[src/rtl/alu_exec_unit.sv]
`default_nettype none
// ============================================================================
// Module   : alu_exec_unit
// Function : Execute-stage ALU with RV32I R-type decode, an iterative MUL
//            (low word) and a registered valid/ready result stage.
// Revision : 1.0 - initial release
// ============================================================================
module alu_exec_unit #(
    parameter int XLEN     = 32,
    parameter int MUL_BITS = 1
) (
    input  logic            clk,
    input  logic            rst_n,
    input  logic            flush,
    input  logic            in_valid,
    output logic            in_ready,
    input  logic [1:0]      alu_op,
    input  logic [3:0]      func,
    input  logic            mext,
    input  logic [XLEN-1:0] op_a,
    input  logic [XLEN-1:0] op_b,
    input  logic [4:0]      rd_in,
    output logic            out_valid,
    input  logic            out_ready,
    output logic [XLEN-1:0] result,
    output logic            zero,
    output logic            illegal,
    output logic [4:0]      rd_out,
    output logic            busy
);

    localparam int ITERS = XLEN / MUL_BITS;
    localparam int CW    = $clog2(ITERS + 1);
    localparam int SHW   = $clog2(XLEN);

    localparam logic [0:0]    C_ST_IDLE = 1'b0;
    localparam logic [0:0]    C_ST_MUL  = 1'b1;
    localparam logic [CW-1:0] C_ITERS   = CW'(ITERS);
    localparam logic [CW-1:0] C_ONE     = CW'(1);

    logic [0:0]      state_q,     state_d;
    logic [XLEN-1:0] acc_q,       acc_d;
    logic [XLEN-1:0] mcand_q,     mcand_d;
    logic [XLEN-1:0] mplier_q,    mplier_d;
    logic [CW-1:0]   count_q,     count_d;
    logic [4:0]      mul_rd_q,    mul_rd_d;
    logic            out_valid_q, out_valid_d;
    logic [XLEN-1:0] result_q,    result_d;
    logic            zero_q,      zero_d;
    logic            illegal_q,   illegal_d;
    logic [4:0]      rd_out_q,    rd_out_d;

    logic [XLEN-1:0] w_alu_res;
    logic            w_illegal;
    logic            w_is_mul;
    logic [SHW-1:0]  w_shamt;
    logic            w_accept;
    logic            w_mul_done;
    logic [XLEN-1:0] w_mpl_digit;
    logic [XLEN-1:0] w_acc_next;

    assign w_shamt     = op_b[SHW-1:0];
    assign w_accept    = in_valid && in_ready;
    assign w_mul_done  = (state_q == C_ST_MUL) && (count_q == C_ONE);
    assign w_mpl_digit = XLEN'(mplier_q[MUL_BITS-1:0]);
    assign w_acc_next  = acc_q + mcand_q * w_mpl_digit;

    always_comb begin
        w_alu_res = '0;
        w_illegal = 1'b0;
        w_is_mul  = 1'b0;
        case (alu_op)
            2'b00: w_alu_res = op_a + op_b;
            2'b01: w_alu_res = op_a - op_b;
            2'b10: begin
                if (mext) begin
                    if (func[2:0] == 3'b000) w_is_mul  = 1'b1;
                    else                     w_illegal = 1'b1;
                end else begin
                    case (func)
                        4'b0000: w_alu_res = op_a + op_b;
                        4'b1000: w_alu_res = op_a - op_b;
                        4'b0001: w_alu_res = op_a << w_shamt;
                        4'b0010: w_alu_res = {{(XLEN-1){1'b0}}, ($signed(op_a) < $signed(op_b))};
                        4'b0011: w_alu_res = {{(XLEN-1){1'b0}}, (op_a < op_b)};
                        4'b0100: w_alu_res = op_a ^ op_b;
                        4'b0101: w_alu_res = op_a >> w_shamt;
                        4'b1101: w_alu_res = $unsigned($signed(op_a) >>> w_shamt);
                        4'b0110: w_alu_res = op_a | op_b;
                        4'b0111: w_alu_res = op_a & op_b;
                        default: w_illegal = 1'b1;
                    endcase
                end
            end
            default: w_illegal = 1'b1;
        endcase
    end

    // FSM: state register
    always_ff @(posedge clk or negedge rst_n) begin
        if (!rst_n) state_q <= C_ST_IDLE;
        else        state_q <= state_d;
    end

    // FSM: next state
    always_comb begin
        state_d = state_q;
        if (flush) begin
            state_d = C_ST_IDLE;
        end else begin
            case (state_q)
                C_ST_IDLE: if (w_accept && w_is_mul) state_d = C_ST_MUL;
                C_ST_MUL:  if (w_mul_done)           state_d = C_ST_IDLE;
                default:                             state_d = C_ST_IDLE;
            endcase
        end
    end

    // FSM: outputs
    always_comb begin
        busy     = (state_q == C_ST_MUL);
        in_ready = (state_q == C_ST_IDLE) && (!out_valid_q || out_ready) && !flush;
    end

    always_comb begin
        acc_d    = acc_q;
        mcand_d  = mcand_q;
        mplier_d = mplier_q;
        count_d  = count_q;
        mul_rd_d = mul_rd_q;
        if (w_accept && w_is_mul) begin
            acc_d    = '0;
            mcand_d  = op_a;
            mplier_d = op_b;
            count_d  = C_ITERS;
            mul_rd_d = rd_in;
        end else if ((state_q == C_ST_MUL) && !flush) begin
            acc_d    = w_acc_next;
            mcand_d  = mcand_q << MUL_BITS;
            mplier_d = mplier_q >> MUL_BITS;
            count_d  = count_q - C_ONE;
        end
    end

    // The result stage is free whenever MUL completes, so no arbitration is needed.
    always_comb begin
        out_valid_d = out_valid_q && !out_ready;
        result_d    = result_q;
        zero_d      = zero_q;
        illegal_d   = illegal_q;
        rd_out_d    = rd_out_q;
        if (flush) begin
            out_valid_d = 1'b0;
        end else if (w_accept && !w_is_mul) begin
            out_valid_d = 1'b1;
            result_d    = w_alu_res;
            zero_d      = !w_illegal && (w_alu_res == '0);
            illegal_d   = w_illegal;
            rd_out_d    = rd_in;
        end else if (w_mul_done) begin
            out_valid_d = 1'b1;
            result_d    = w_acc_next;
            zero_d      = (w_acc_next == '0);
            illegal_d   = 1'b0;
            rd_out_d    = mul_rd_q;
        end
    end

    always_ff @(posedge clk or negedge rst_n) begin
        if (!rst_n) begin
            acc_q       <= '0;
            mcand_q     <= '0;
            mplier_q    <= '0;
            count_q     <= '0;
            mul_rd_q    <= '0;
            out_valid_q <= 1'b0;
            result_q    <= '0;
            zero_q      <= 1'b0;
            illegal_q   <= 1'b0;
            rd_out_q    <= '0;
        end else begin
            acc_q       <= acc_d;
            mcand_q     <= mcand_d;
            mplier_q    <= mplier_d;
            count_q     <= count_d;
            mul_rd_q    <= mul_rd_d;
            out_valid_q <= out_valid_d;
            result_q    <= result_d;
            zero_q      <= zero_d;
            illegal_q   <= illegal_d;
            rd_out_q    <= rd_out_d;
        end
    end

    assign out_valid = out_valid_q;
    assign result    = result_q;
    assign zero      = zero_q;
    assign illegal   = illegal_q;
    assign rd_out    = rd_out_q;

endmodule
`default_nettype wire

[config.mk]
export PLATFORM = sky130hd
export DESIGN_NAME = alu_exec_unit
export DESIGN_NICKNAME = d
export VERILOG_FILES = /design/src/rtl/alu_exec_unit.sv
export SDC_FILE = /design/constraint.sdc
export NUM_CORES = 1
export LEC_CHECK = 0
export CORE_ASPECT_RATIO = 1.75
export CORE_MARGIN = 2
export CORE_UTILIZATION = 40
export CTS_BUF_LIST = sky130_fd_sc_hd__clkbuf_8
export DETAILED_ROUTE_END_ITERATION = 12
export PLACE_DENSITY = 0.56
export REMOVE_ABC_BUFFERS = 1
export SYNTH_ARGS = -nofsm -noshare
export SYNTH_HDL_FRONTEND = slang
export SYNTH_SLANG_ARGS = --single-unit
[constraint.sdc]
create_clock -name clk -period 4.69 [get_ports clk]
set_clock_uncertainty 0.05 [all_clocks]
set_input_delay 0.938 -clock clk [delete_from_list [all_inputs] [get_ports clk]]
set_output_delay 0.938 -clock clk [all_outputs]
set_load 0.01 [all_outputs]
# Word-level counts from Yosys, hierarchy flattened
# Cells that the tools add are included.
[totals] ff_bits=148
[op_classes] n_addsub=4 mul=1 magnitude_cmp=2 eq_ne=12 shifts=3 n_mux=33 n_bitwise=5 n_reduce_logical=25
[ops] op="32-bit one-hot mux with 10 select lines" n=1
[ops] op="32-bit 2-to-1 mux" n=9
[ops] op="32-bit one-hot mux with 3 select lines" n=1
[ops] op="32-bit adder" n=2
[ops] op="32-bit logical NOT" n=2
[ops] op="32-bit < comparator" n=2
[ops] op="32-bit AND" n=1
[ops] op="32-bit by 1-bit multiplier with 32-bit output" n=1
[ops] op="32-bit OR" n=1
[ops] op="32-bit by 5-bit << shifter with 32-bit output" n=1
[ops] op="32-bit by 5-bit >> shifter with 32-bit output" n=1
[ops] op="32-bit by 5-bit >>> shifter with 32-bit output" n=1
[ops] op="32-bit subtractor" n=1
[ops] op="32-bit bitwise XOR" n=1
[ops] op="4-bit by 3-bit equality test with 1-bit output, second input constant" n=4
[ops] op="1-bit 2-to-1 mux" n=16
[ops] op="6-bit 2-to-1 mux" n=2
[ops] op="5-bit 2-to-1 mux" n=2
[ops] op="10-bit OR reduction" n=1
[ops] op="1-bit logical AND" n=9
[ops] op="4-bit by 2-bit equality test with 1-bit output, second input constant" n=2
[ops] op="4-bit equality test, second input constant" n=2
[ops] op="6-bit by 1-bit equality test with 1-bit output, second input constant" n=1
[ops] op="6-bit by 1-bit subtractor with 6-bit output, second input constant" n=1
[ops] op="other kinds (13)" n=20

# Depth between registers and ports, before layout
# Gate-level depths: netlist of run 1.
[depth] word_depth=9 mapped_depth=18 depth_no_buf=16

# Least setup slack after synthesis of run 1
# OpenSTA, ideal clock, no wires.
[synth_path] kind="input port to flip-flop" startpoint="input port op_b[1]" endpoint="register zero_q, in the netlist zero" setup_time_ns=0.065 arrival_time_ns=4.854 required_time_ns=4.575 setup_slack_ns=-0.279 path_stages=17 path_buffers=3 path_cell_list="inv_2 buf_2 buf_2 clkbuf_1 ha_1 o21ba_2 or4_1 a21oi_1 a211oi_2 a2111oi_0 o41ai_1 mux2i_1 or3_1 nor4_1 nand4_1 o21ai_1 a31o_1"
[synth_between] elab_chain_len=7
[synth_lines] item="from (decl)" line_no="21" rtl="input logic [XLEN-1:0] op_b,"
[synth_lines] item="32-bit subtractor, or another cell as far along" line_no="74, 82"
[synth_lines] item="32-bit one-hot mux with 10 select lines" line_no="80" rtl="case (func)"
[synth_lines] item="32-bit 2-to-1 mux" line_no="76" rtl="if (mext) begin"
[synth_lines] item="32-bit one-hot mux with 3 select lines *" line_no="72" rtl="case (alu_op)"
[synth_lines] item="32-bit logical NOT *" line_no="157" rtl="zero_d = !w_illegal && (w_alu_res == '0);"
[synth_lines] item="1-bit logical AND *" line_no="157"
[synth_lines] item="1-bit 2-to-1 mux *" line_no="154" rtl="end else if (w_accept && !w_is_mul) begin"
[synth_lines] item="to (signal assigned)" line_no="189" rtl="zero_q <= zero_d;"
[synth_lines] item="to (decl)" line_no="49" rtl="logic zero_q, zero_d;"
# Mark *: on every way between the ends. The rest lies on a longest branch, timed or not.
# A chain may end at the register's enable or synchronous reset.

# Final worst setup path of run 1
[layout_path] startpoint="input port op_a[13]" endpoint="register zero_q, in the netlist zero"
[layout_between] elab_chain_len=7
[layout_lines] item="from (decl)" line_no="20" rtl="input logic [XLEN-1:0] op_a,"
[layout_lines] item="32-bit subtractor, or another cell as far along" line_no="74, 82"
[layout_lines] item="32-bit one-hot mux with 10 select lines" line_no="80"
[layout_lines] item="32-bit 2-to-1 mux" line_no="76"
[layout_lines] item="32-bit one-hot mux with 3 select lines *" line_no="72"
[layout_lines] item="32-bit logical NOT *" line_no="157"
[layout_lines] item="1-bit logical AND *" line_no="157"
[layout_lines] item="1-bit 2-to-1 mux *" line_no="154"
# Marked as above.

==> results.tsv, run 1 <==
stage	metric	value	unit
run_status	outcome	finished clean	
yosys	ys async rst share	100	%
drt	vias per inst	6.35	
sta	WHS	259	ps
global_routing	gr ovfl total	0	
clock_network	H-tree depth	4	
placement	Post-DP HPWL	81.4	mm
yosys	YS warnings	0	
placement	routability cong.	1.09	
critical_path	Critical Path Fanout Max	7	
sta	Slew @ Worst Pin	1040	ps
floorplan	initial core utilization	40.5	%
clock_network	Root Buffer	clkbuf_8	
critical_path	worst endpoint required time	5050	ps
floorplan	Rows	101	
critical_path	critical path endpoint category	flip-flop	
final_layout	Layout Nets	3069	
yosys	Mapped Cells	2309	
clock_network	worst skew pair latency	490	ps
min_path	worst hold path class	in -> async	
clock_network	clock sinks	148	
yosys	Synth Cell Area	17600	um^2
sta	RSZ-0062 raised after global routing	no	
critical_path	Crit path arrival time	5010	ps
global_routing	antenna violations before repair	1	
critical_path	Startpoint Class	input port	
sta	Pins Over Slew Limit	0	
sta	fin crit share	99.1	%
floorplan	I/O pins	123	
yosys	Seq/Total Area, Yosys	21.0	%
floorplan	die area	45800	um^2
clock_network	CTS Buf Count	17	
floorplan	Core Area	43500	um^2
global_routing	largest net degree at the start of global routing	147	
drt	DR iter-0 viols	2284	
floorplan	Die Y-Extent	282	um
yosys	Yosys cell types	93	
final_layout	Area Growth Syn to Fin	35.8	%
sta	final setup violation count	0	
sta	crit path time final	4650	ps
yosys	Synth Register Bits	148	
global_routing	Tot GR Track Use	42.8	%
sta	fmax	0.215	GHz
power_and_ir_drop	Max VDD drop	0.244	mV
clock_network	Max clock buf depth	2	
sta	setup slack after layout	43.1	ps
floorplan	Die Width	163	um
placement	Port Buf Inserts	122	
sta	Slew HR	30.5	%
drt	DRT Wirelength	99.5	mm
placement	DP Worst Slack	-721	ps
yosys	Post-synth EDFFs	0	
clock_network	Clk pin slew, worst setup/hold paths	110	ps
power_and_ir_drop	P per Cell Area	207	nW/um^2
job	max-cap violation count	0	
drt	Final ANT Viol Nets	0	
global_routing	first-pass GRT wire length	143	mm
global_routing	vias in the first global route	22025	
drt	via count of the routed design	21783	
clock_network	CTS tree	yes	
power_and_ir_drop	LEAKAGE	0.0111	uW
final_layout	layout filler cell count	4172	
final_layout	layout cells sized above 1	25.2	%
final_layout	end-of-flow core utilization	55.0	%
yosys	Top FF cell, synth	dfrtp_1	
drt	DRC errors left	0	
drt	routed len/inst	29.0	um
drt	first drt pass iteration count	6	
yosys	mean area per synthesized cell	7.62	um^2
critical_path	critical path type	in -> reg	
sta	Fin. Hold Viols	0	
[path summary, 6_finish.rpt]
path	to	from	slack [ps]	depth (start not counted)
max	zero	op_a[13]	40	16
min in group clk	mul_rd_q[1]	mul_rd_q[1]	440	2
max in group asynchronous	acc_q[26]	rst_n	3270	2
max reg2reg	zero	mplier_q[0]	290	16
min reg2reg	mul_rd_q[1]	mul_rd_q[1]	440	2
min	mplier_q[8]	rst_n	260	1
[critical path: stages]
cell             delay, ps
clkdlybuf4s50_1        540
buf_4                  200
buf_4                  180
mux2i_1                190
mux2i_1                150
o21ai_0                330
o22ai_1                230
buf_4                  190
a2111oi_1              730
o21ai_1                130
a21oi_1                190
o22ai_1                260
nor3_1                 210
nand4_1                220
o21ai_1                180
a31o_1                 110
[metrics by stage]
| step | area [um^2] | cells | power (uW) | setup TNS, ps |
|---|---|---|---|---|
| after floorplan | 16900 | 2146 | 2400 | -138 |
| after global placement | 23300 | 3396 | 3820 | -3890 |
| after detailed placement | 23300 | 3396 | 3830 | -4330 |
| after CTS | 23800 | 3431 | 4880 | 0 |
| after global routing | 23900 | 3432 | 5120 | 0 |
| final | 23900 | 3432 | 4950 | 0 |
[repair_timing]
action | 4_1_cts | 5_1_grt
resized for setup | 18 | 33
setup buffers | 3 | 0
hold buffers | 0 | 0
pin swaps | 9 | 6
setup endpoints to repair | 1 | 3
endpoints found under the hold margin | 0 | 0
[cell type report]
cell class | count | area, um^2 | area share [%]
Sequential cell | 148 | 3700 | 15.5
Timing Repair Buffer | 687 | 5650 | 23.6
Clock buffer | 17 | 234 | 0.978
Tap cell | 566 | 708 | 2.96
Clock inverter | 15 | 181 | 0.759
Inverter | 132 | 495 | 2.07
Antenna cell | 1 | 2.50 | 0.0105
Multi-Input combinational cell | 1866 | 12900 | 54.1
[report_power, final]
part	switching [uW]	leakage [uW]	total, uW	internal, uW
Combinational	1340	0.00895	2450	1110
Clock	631	0.000208	1040	409
Sequential	79.3	0.00199	1460	1380
Total	2050	0.0111	4950	2890
[synth_stat cells, types with 8 or more instances]
| cell | instances | area (um^2) |
|---|---|---|
| nor2_1 | 249 | 935 |
| nand2_1 | 237 | 890 |
| a21oi_1 | 195 | 976 |
| o21ai_0 | 173 | 866 |
| dfrtp_1 | 148 | 3700 |
| ha_1 | 133 | 1660 |
| inv_1 | 124 | 465 |
| clkbuf_1 | 111 | 417 |
| mux2i_1 | 72 | 721 |
| and2_1 | 45 | 282 |
| nor3_1 | 45 | 225 |
| nand3_1 | 43 | 215 |
| mux4_2 | 38 | 856 |
| a22oi_1 | 37 | 278 |
| a21o_1 | 30 | 225 |
| buf_2 | 30 | 150 |
| o22ai_1 | 30 | 188 |
| a31oi_1 | 27 | 169 |
| o211ai_1 | 27 | 203 |
| xnor2_1 | 27 | 236 |
| a211oi_1 | 26 | 195 |
| xor2_1 | 26 | 228 |
| a22o_1 | 24 | 210 |
| a221oi_1 | 23 | 201 |
| o21ai_1 | 20 | 100 |
| buf_1 | 18 | 67.6 |
| mux2_2 | 18 | 203 |
| o31ai_1 | 18 | 135 |
| nand2b_1 | 16 | 100 |
| o221ai_1 | 16 | 140 |
| a222oi_1 | 15 | 150 |
| o21a_1 | 15 | 113 |
| nor2b_1 | 14 | 87.6 |
| nor4_1 | 14 | 87.6 |
| or3_1 | 13 | 81.3 |
| nand4_1 | 12 | 75.1 |
| o2111ai_1 | 12 | 105 |
| o21bai_1 | 12 | 90.1 |
| a211o_1 | 11 | 96.3 |
| or4_1 | 11 | 82.6 |
| and3_1 | 8 | 50.1 |
[sequential cells by signal, summed over array words and instances, names as in the netlist]
name / cells
acc_q: 32
count_q: 6
out_valid: 1
busy: 1
mplier_q: 32
zero: 1
rd_out: 5
illegal: 1
mul_rd_q: 5
result: 32
mcand_q: 32
[logic make-up (layout without fill, tap and decap cells)]
| logic type | count (synthesis) | count (layout) | synth area share (%) |
|---|---|---|---|
| AOI/OAI and AO/OA | 802 | 802 | 30.2 |
| xor gates and xnor gates | 53 | 53 | 2.64 |
| adders and majority gates | 136 | 136 | 9.79 |
| buffers and inverters | 295 | 851 | 6.65 |
| DFF | 148 | 148 | 21.0 |
| muxes | 131 | 131 | 10.3 |
| other | 0 | 1 | 0 |
| and+or+nand+nor | 744 | 744 | 19.4 |
[cells in the final DEF, fill, tap and decap left out, types with 27 or more instances in the layout]
| cell type | n |
|---|---|
| nor3_1 | 42 |
| dfrtp_1 | 148 |
| a21oi_1 | 192 |
| clkdlybuf4s50_1 | 110 |
| o21ai_0 | 171 |
| and2_1 | 45 |
| ha_1 | 129 |
| nand3_1 | 43 |
| a22oi_1 | 37 |
| buf_4 | 550 |
| inv_1 | 124 |
| xnor2_1 | 27 |
| o211ai_1 | 27 |
| nand2_1 | 237 |
| nor2_1 | 248 |
| o22ai_1 | 29 |
| a21o_1 | 30 |
| mux2i_1 | 72 |
| mux4_2 | 38 |
[metal layers]
metal  vias to the layer above  share of wire (%)  GRT usage [%]
li1                       9608                  -              -
met1                     10465                 33           43.4
met2                      1256                 48           74.4
met3                       454                6.6           6.50
met4                         0                 12           40.8
met5                         -                  0              0
No activity file was read; power rests on OpenSTA's default activity.
==> run 2, diff against run 1 <==
- MAX_ROUTING_LAYER: default -> met4
- RECOVER_POWER: default -> 25
==> run 2 against run 1 <==
Net effect:
- the run now ends with max-capacitance violations, max-slew violations, negative setup slack left
- count of clock-buffer cells in the layout stayed put
- clock power hardly changed
- final area is 0.65% higher
- utilization is 0.36 points higher
- global-route usage is 1.2 points higher
- worst hold slack better by 170 ps
- via count is 1.7% higher
- wire length is 0.22% lower
- fmax is 2.4% lower
==> results.tsv, run 2 (same netlist as run 1, synthesis figures left out) <==
stage	metric	value	unit	change
drt	DRC errors left	0		unchanged
power_and_ir_drop	Max VDD drop	0.254	mV	was 0.244 mV
critical_path	CP peak stage delay	590	ps	was 730 ps
power_and_ir_drop	P per Cell Area	206	nW/um^2	was 207 nW/um^2
clock_network	CTS Buf Count	17		unchanged
sta	setup TNS	-71.9	ps	was 0 ps
drt	WL met2	48.2	mm	was 47.9 mm
power_and_ir_drop	Total Power	4960	uW	was 4950 uW
final_layout	most frequent cells in the layout	buf_4 (566), nor2_1 (248), nand2_1 (237)		was buf_4 (550), nor2_1 (248), nand2_1 (237)
placement	routability cong.	1.04		was 1.09
power_and_ir_drop	Clock Power Share	21.1	%	was 21.0%
floorplan	initial core utilization	40.5	%	unchanged
final_layout	layout cells sized above 1	26.2	%	was 25.2%
drt	DR top layer	met4		unchanged
drt	vias per inst	6.43		was 6.35
power_and_ir_drop	Seq pwr share	29.4	%	about the same
critical_path	critical path endpoint category	flip-flop		unchanged
critical_path	CP top delay family	compound AO/OA/AOI/OAI gates		unchanged
placement	Placed Cells	3411		was 3396
sta	Slew HR	-41.8	%	was 30.5%
drt	routed len/inst	28.8	um	was 29.0 um
drt	Detail Route met3 WL	6.35	mm	was 6.60 mm
final_layout	Layout Nets	3083		was 3069
drt	first drt pass iteration count	8		was 6
critical_path	Startpoint Class	input port		unchanged
final_layout	Area Growth Syn to Fin	36.7	%	was 35.8%
power_and_ir_drop	LEAKAGE	0.0112	uW	was 0.0111 uW
power_and_ir_drop	Internal	2940	uW	was 2890 uW
clock_network	Root Buffer	clkbuf_8		unchanged
drt	DRT Wirelength	99.3	mm	was 99.5 mm
floorplan	die area	45800	um^2	unchanged
drt	Final ANT Viol Nets	0		unchanged
global_routing	antenna violations before repair	1		unchanged
sta	fin crit share	102	%	was 99.1%
floorplan	Die Width	163	um	unchanged
final_layout	Layout Cells excl Fill	3446		was 3432
floorplan	Die Y-Extent	282	um	unchanged
floorplan	Core Area	43500	um^2	unchanged
global_routing	largest net degree at the start of global routing	147		unchanged
global_routing	first-pass GRT wire length	143	mm	about the same
global_routing	Tot GR Track Use	44.0	%	was 42.8%
critical_path	crit-path most repeated cell	buf_4		unchanged
floorplan	Rows	101		unchanged
drt	WL met1	33.9	mm	was 33.1 mm
clock_network	worst skew pair latency	460	ps	was 490 ps
run_status	failing checks	max-capacitance violations, max-slew violations, negative setup slack		
clock_network	Clk pin slew, worst setup/hold paths	90	ps	was 110 ps
final_layout	Final Instance Area	24100	um^2	was 23900 um^2
clock_network	CTS tree	yes		unchanged
critical_path	Critical Path Fanout Max	7		unchanged
critical_path	critical-path cell list	clkdlybuf4s50_1 > buf_4 > mux4_2 > and2_1 > a311oi_1 > a31oi_1 > a221oi_1 > buf_4 > o221ai_1 > a22oi_1 > buf_4 > nand2_1 > nor4_2 > nand4_1 > o21ai_2 > a31o_1		was clkdlybuf4s50_1 > buf_4 > buf_4 > mux2i_1 > mux2i_1 > o21ai_0 > o22ai_1 > buf_4 > a2111oi_1 > o21ai_1 > a21oi_1 > o22ai_1 > nor3_1 > nand4_1 > o21ai_1 > a31o_1
sta	crit path time final	4760	ps	was 4650 ps
run_status	outcome	complete, but fails checks		was finished clean
min_path	worst hold path class	reg -> reg		was in -> async
final_layout	most common cell after layout, fill and taps aside	buf_4		unchanged
clock_network	Hold-fix buffers, CTS	0		unchanged
placement	Post-DP HPWL	80.7	mm	was 81.4 mm
drt	via count of the routed design	22148		was 21783
placement	DP Worst Slack	-920	ps	was -721 ps
power_and_ir_drop	Switching Share	40.8	%	was 41.5%
floorplan	I/O pins	123		unchanged
sta	Fin. Hold Viols	0		unchanged
critical_path	worst endpoint required time	5030	ps	was 5050 ps
sta	Pins Over Slew Limit	151		was 0
sta	Slew @ Worst Pin	2130	ps	was 1040 ps
power_and_ir_drop	Comb pwr share	49.5	%	about the same
clock_network	H-tree depth	4		unchanged
critical_path	critical path type	in -> reg		unchanged
critical_path	crit path buf inv count	4		unchanged
job	max-cap violation count	2		was 0
power_and_ir_drop	switching pwr	2020	uW	was 2050 uW
critical_path	Crit path arrival time	5110	ps	was 5010 ps
sta	setup slack after layout	-71.9	ps	was 43.1 ps
sta	fmax	0.210	GHz	was 0.215 GHz
clock_network	Max clock buf depth	2		unchanged
drt	DR iter-0 viols	2454		was 2284
global_routing	vias in the first global route	22013		was 22025
clock_network	clock sinks	148		unchanged
sta	final setup violation count	1		was 0
placement	Port Buf Inserts	122		unchanged
placement	placed inst area	23400	um^2	was 23300 um^2
global_routing	gr ovfl total	0		unchanged
critical_path	slowest cell on the critical path	a221oi_1		was a2111oi_1
## run 2: cell count changes in the layout (fill, tap and decap cells not counted), moves of 3 or more
cell and delta:
inv_1 -3, ha_1 -4, clkinvlp_4 +3, inv_2 +3, buf_4 +16, dlymetal6s2s_1 -4, clkinv_8 -4, clkdlybuf4s50_1 +5
## run 2: power groups by stage
| stage | combinational (uW) | sequential, uW | clock (uW) |
|---|---|---|---|
| final | 2450 | 1460 | 1050 |
| after global routing | 2560 | 1470 | 1100 |
| after CTS | 2370 | 1460 | 1060 |
| after detailed placement | 2340 | 1480 | 0 |
| after global placement | 2330 | 1480 | 0 |
| after floorplan | 898 | 1500 | 0 |
## run 2: path summary, 6_finish.rpt
kind                              from            to  slack [ps]  cells past startpoint
max reg2reg                mplier_q[0]          zero         250                     16
min in group asynchronous        rst_n   mplier_q[9]         980                      1
min reg2reg                 result[28]    result[28]         430                      2
max in group asynchronous        rst_n  mplier_q[23]        1000                      2
max                           op_a[11]          zero         -70                     16
min                         result[28]    result[28]         430                      2
## run 2: timing repair
action                                  in CTS  in global routing
pin swaps                                    3                 15
endpoints found under the setup margin       1                  1
setup buffers                                1                  1
gates resized for setup                     20                 45
endpoints found under the hold margin        0                  0
## run 2: stage by stage
stage | utilization, % | hold slack [ps]
2_1_floorplan | - | 397
3_3_place_gp | 53.7 | 401
3_5_place_dp | 53.7 | 413
4_1_cts | 54.9 | 436
5_1_grt | 55.4 | 460
6_report | 55.4 | 428
## run 2: metal layers
metal	track usage, %	vias to the layer above
met5	-	-
met4	37.2	0
met3	5.06	480
met2	74.8	1321
met1	45.3	10712
li1	-	9635
## run 2: cell type report
type / count / area, um^2
fillers: 4153 / 19400
multi-input cells: 1866 / 13100
repair buffers: 701 / 5700
flip-flops and latches: 148 / 3700
well taps: 566 / 708
inverters: 132 / 495
clock buffers: 17 / 234
clock inverters: 15 / 163
diodes: 1 / 2.50
## run 2: tightest hold or removal path, delay by kind of cell, from the launching register on
kind,cells,cell delay (ps)
flops,1,350
simple gates,2,100
